<file path="src/rtl/sram_arbiter_pkg.sv">
// sram_arbiter shared types and sizes.
// Used by the arbiter top and its round-robin picker.
package sram_arbiter_pkg;

  localparam int SRAM_ADDR_W = 13;
  localparam int SRAM_DATA_W = 16;

  typedef enum logic {
    ST_CLEAR,
    ST_RUN
  } state_t;

  typedef enum logic {
    PORT_A,
    PORT_B
  } port_t;

endpackage

</file>
<file path="src/rtl/rr_arb2.sv">
// Two-input round-robin picker, purely combinational.
// On a tie the port that did not win last time is chosen.
module rr_arb2
  import sram_arbiter_pkg::*;
(
  input  logic [1:0] req,
  input  logic       update,
  input  port_t      last,
  output logic [1:0] gnt
);

  // pick one requester; nothing is granted while update is low
  always_comb begin
    gnt = 2'b00;
    if (update) begin
      case (req)
        2'b01:   gnt = 2'b01;
        2'b10:   gnt = 2'b10;
        2'b11:   gnt = (last == PORT_B) ? 2'b01 : 2'b10;
        default: gnt = 2'b00;
      endcase
    end
  end

endmodule

</file>
<file path="src/rtl/sram_arbiter.sv">
// Shares the single RAM port between CPU (A) and DMA (B).
// Optionally zero-fills the RAM after reset before any grant.
module sram_arbiter
  import sram_arbiter_pkg::*;
#(
  parameter int ADDR_W         = SRAM_ADDR_W,
  parameter int DATA_W         = SRAM_DATA_W,
  parameter bit CLEAR_ON_RESET = 1'b1
) (
  input  logic              clk,
  input  logic              reset,
  input  logic              a_req,
  input  logic              a_we,
  input  logic [ADDR_W-1:0] a_addr,
  input  logic [DATA_W-1:0] a_wdata,
  output logic              a_gnt,
  output logic              a_rvalid,
  output logic [DATA_W-1:0] a_rdata,
  input  logic              b_req,
  input  logic              b_we,
  input  logic [ADDR_W-1:0] b_addr,
  input  logic [DATA_W-1:0] b_wdata,
  output logic              b_gnt,
  output logic              b_rvalid,
  output logic [DATA_W-1:0] b_rdata,
  output logic              init_done,
  output logic              ram_ce,
  output logic              ram_oce,
  output logic              ram_wre,
  output logic [ADDR_W-1:0] ram_ad,
  output logic [DATA_W-1:0] ram_din,
  output logic              ram_reset,
  input  logic [DATA_W-1:0] ram_dout
);

  state_t            state;
  state_t            state_nxt;
  logic [ADDR_W-1:0] clr_cnt;
  port_t             last;
  logic [1:0]        gnt;
  logic              run_en;

  // grants are only allowed in RUN and never while reset is held
  assign run_en = (state == ST_RUN) && !reset;

  rr_arb2 u_arb (
    .req    ({b_req, a_req}),
    .update (run_en),
    .last   (last),
    .gnt    (gnt)
  );

  assign a_gnt     = gnt[0];
  assign b_gnt     = gnt[1];
  assign init_done = (state == ST_RUN);
  assign a_rdata   = ram_dout;
  assign b_rdata   = ram_dout;
  assign ram_oce   = 1'b1;
  assign ram_reset = reset;

  // state register and clear sweep counter
  always_ff @(posedge clk) begin
    if (reset) begin
      state   <= CLEAR_ON_RESET ? ST_CLEAR : ST_RUN;
      clr_cnt <= '0;
    end else begin
      state <= state_nxt;
      if (state == ST_CLEAR) clr_cnt <= clr_cnt + 1'b1;
    end
  end

  // leave CLEAR after the write to the last address
  always_comb begin
    state_nxt = state;
    if (state == ST_CLEAR && clr_cnt == '1) state_nxt = ST_RUN;
  end

  // RAM pin mux: clear sweep or the granted requester
  always_comb begin
    ram_ce  = 1'b0;
    ram_wre = 1'b0;
    ram_ad  = b_gnt ? b_addr : a_addr;
    ram_din = b_gnt ? b_wdata : a_wdata;
    if (!reset) begin
      if (state == ST_CLEAR) begin
        ram_ce  = 1'b1;
        ram_wre = 1'b1;
        ram_ad  = clr_cnt;
        ram_din = '0;
      end else begin
        ram_ce  = a_gnt | b_gnt;
        ram_wre = (a_gnt & a_we) | (b_gnt & b_we);
      end
    end
  end

  // last-grant pointer moves only when something is granted
  always_ff @(posedge clk) begin
    if (reset) last <= PORT_B;
    else if (a_gnt) last <= PORT_A;
    else if (b_gnt) last <= PORT_B;
  end

  // read data returns one cycle after a granted read
  always_ff @(posedge clk) begin
    if (reset) begin
      a_rvalid <= 1'b0;
      b_rvalid <= 1'b0;
    end else begin
      a_rvalid <= a_gnt & ~a_we;
      b_rvalid <= b_gnt & ~b_we;
    end
  end

endmodule
</file>
<file path="config.mk">
export PLATFORM = sky130hd
export DESIGN_NAME = sram_arbiter
export DESIGN_NICKNAME = d
export VERILOG_FILES = /design/src/rtl/sram_arbiter_pkg.sv /design/src/rtl/rr_arb2.sv /design/src/rtl/sram_arbiter.sv
export SDC_FILE = /design/constraint.sdc
export NUM_CORES = 1
export LEC_CHECK = 0
export ABC_AREA = 0
export ABC_CLOCK_PERIOD_IN_PS = 2290
export CAP_MARGIN = 30
export CORE_MARGIN = 2
export CORE_UTILIZATION = 34
export DETAILED_ROUTE_END_ITERATION = 12
export PLACE_DENSITY = 0.93
export REMOVE_ABC_BUFFERS = 1
export SLEW_MARGIN = 20
export SYNTH_ARGS = -nofsm -noshare
export SYNTH_HDL_FRONTEND = slang
export SYNTH_SLANG_ARGS = --single-unit
</file>
<file path="constraint.sdc">
create_clock -name clk -period 2.29 [get_ports clk]
set_input_delay 0.229 -clock clk [delete_from_list [all_inputs] [get_ports clk]]
set_output_delay 0.229 -clock clk [all_outputs]
set_load 0.005 [all_outputs]
</file>
==> reports/summary.txt <==
Tot GR Track Use: 0.206
Core area: 0.00475 mm2
Clock Path Buffers: 2
WL per Instance: 15.8 um
Seq/Total Area, Yosys: 0.202
TritonCTS clock tree: done
Post-CTS setup buffers: 0
Root Buffer: clkbuf_8
Maxcap violations: 0
Finish-stage setup viols: 0
Post-synth EDFFs: 0
RSZ-0062 raised after global routing: false
R2R Path Start: clr_cnt[0]
Peak supply drop: 0.201 mV
CP Cell Sequence: clkdlybuf4s50_1 -> and3b_2 -> buf_4 -> nand3_1 -> a21oi_1 -> clkdlybuf4s50_1
Hold Vio Cnt, Final: 0
Clock Sinks: 17
Crit-path leading delay family: buffers and inverters
PD cells: 307 mW/mm2
Cells after synthesis: 246
DRT Wirelength: 6000 um
CP most frequent cell: clkdlybuf4s50_1
GP Congestion: 0.770
ANT nets after route: 0
Critical path launch point: b_req
Via/cell ratio: 5.36
Initial Utilization: 0.355
Finished Core Util: 0.549
HP Class: in2out
Mapped Avg Cell Area: 6.86 um2
Vias: 2031
Rows: 25
Die Width: 74.4 um
IO buf count: 100
Final period util: 0.953
Hold Buf Count CTS: 0
CP max FO: 12
Post-Syn Area: 0.00169 mm2
DP Area: 0.00256 mm2
Setup_tns: 0 ns
Nets: 394
Number of global-route vias before repair: 1927
Post-synthesis async set-or-reset flop share: 0
Design area: 0.00261 mm2
Main flop type after synthesis: dfxtp_1
Outcome: finished clean
Initial antenna violation count: 0
Startpoint types: primary input
Post-synthesis sequential element count: 17
Hold Crit Start: ram_dout[7]
Crit path kind: in2out
CP max-delay cell: clkdlybuf4s50_1
Largest net degree at the start of global routing: 31
Post-DP HPWL: 4730 um
Synth warn: 0
Number of diodes: 0
Layout cells sized above 1: 0.0897
DRC errors left: 0
First-pass DRT Iterations: 4
Global route overflow: 0
TritonCTS Buffers: 3
Critical Path End Type: primary output
First-pass GRT wire length: 8960 um
DIE HEIGHT: 74.4 um
Clk_lat worst skew: 0.25 ns
Final Slew Violations: 0
Lkg Pwr: 0.878 nW
Die area: 0.00554 mm2
Crit path time final: 2.18 ns
CP max stage delay: 0.51 ns
Required @ worst endpoint: 2.06 ns
# IOs: 150
Worst EP arrival: 1.95 ns
Crit path buffers/inverters: 3
Clock skew: 0.00229 ns
Post-synth cell types: 36
H-tree depth: 1
DR iter-0 viols: 83
Fmax: 458 MHz
Area growth syn-to-layout: 54.7%
Fillers: 470
-- power by group --
| part | switching, mW | internal (mW) |
|---|---|---|
| registers | 0.0103 | 0.300 |
| logic | 0.0865 | 0.183 |
| clock network | 0.101 | 0.120 |
-- stage by stage --
stage	power, mW	std cells	setup slack, ns	hold WS, ns
after floorplan	0.375	191	0.133	0.298
after global placement	0.580	375	0.0592	0.458
after detailed placement	0.586	375	0.00997	0.458
after CTS	0.805	379	0.0725	0.458
after global routing	0.844	379	0.0134	0.458
final	0.801	379	0.108	0.458
-- Yosys cell counts (all sizes together), types with 2 or more instances --
cell    number  area share
dfxtp       17        0.20
xor2         3       0.016
nor2        10       0.022
buf         43        0.18
o21ai       32       0.095
nor4         2      0.0074
nand3b       3       0.016
nor2b        3       0.011
o211ai      13       0.058
or3          3       0.011
a21oi       25       0.074
nand3       32       0.095
nand2       19       0.042
nand4b       3       0.024
clkbuf      12       0.027
o31ai        4       0.018
nand4        3       0.020
inv          4      0.0089
or4          5       0.022
-- flip-flops by register name, indices dropped and copies added, names as in the netlist --
signal,cells
a_rvalid,1
b_rvalid,1
clr_cnt,13
init_done,1
last,1
-- cells by family (layout without fill, tap and decap cells) --
logic type | after synthesis | count (layout) | share of synthesized area
AOI/OAI and AO/OA | 76 | 76 | 0.254
xor gates and xnor gates | 4 | 4 | 0.0208
and+or+nand+nor | 86 | 86 | 0.283
DFF | 17 | 17 | 0.202
buffers and inverters | 59 | 125 | 0.218
adders and majority gates | 1 | 1 | 0.00742
muxes | 2 | 2 | 0.0126
other | 1 | 1 | 0.00222
-- worst paths after layout --
kind	slack, ns	end	cells past startpoint
hold / removal	0.46	a_rdata[7]	0
setup reg to reg	0.62	clr_cnt[12]	4
setup / recovery	0.11	ram_din[9]	6
hold reg to reg	0.51	clr_cnt[11]	2
-- cell usage in the layout (no fill, tap or decap), types with 3 or more instances in the layout --
cell	netlist	routed
nor2_1	10	9
buf_4	35	16
xor2_1	3	3
clkbuf_8	0	3
o21ai_0	32	32
nor2b_1	3	3
or3_1	3	3
a21oi_1	25	25
clkdlybuf4s50_1	0	99
dfxtp_1	17	17
nand2_1	19	19
o31ai_1	4	4
nand3_1	32	32
o211ai_1	13	13
or4_1	5	5
inv_1	3	3
-- metal layers --
| metal | share of wire | vias to the layer above | track usage |
|---|---|---|---|
| met2 | 0.46 | 94 | 0.335 |
| met4 | 0.013 | 0 | 0.0556 |
| met1 | 0.43 | 946 | 0.254 |
| li1 | - | 985 | - |
| met5 | 0 | - | 0.0370 |
| met3 | 0.10 | 6 | 0.0759 |
-- cell type report --
cell class | instances | area [um2] | area share
inverter | 4 | 17.5 | 0.00671
clock buffer | 3 | 41.3 | 0.0158
tap | 67 | 83.8 | 0.0321
timing repair buffer | 117 | 1140 | 0.437
sequential | 17 | 340 | 0.130
clock inverter | 1 | 5.00 | 0.00192
multi-input combinational | 170 | 982 | 0.376
-- repair_timing --
item	in CTS	in global routing
endpoints found under the setup margin	6	19
endpoints found under the hold margin	0	0
resized for setup	1	3
Power figures use the tool's default switching activity.
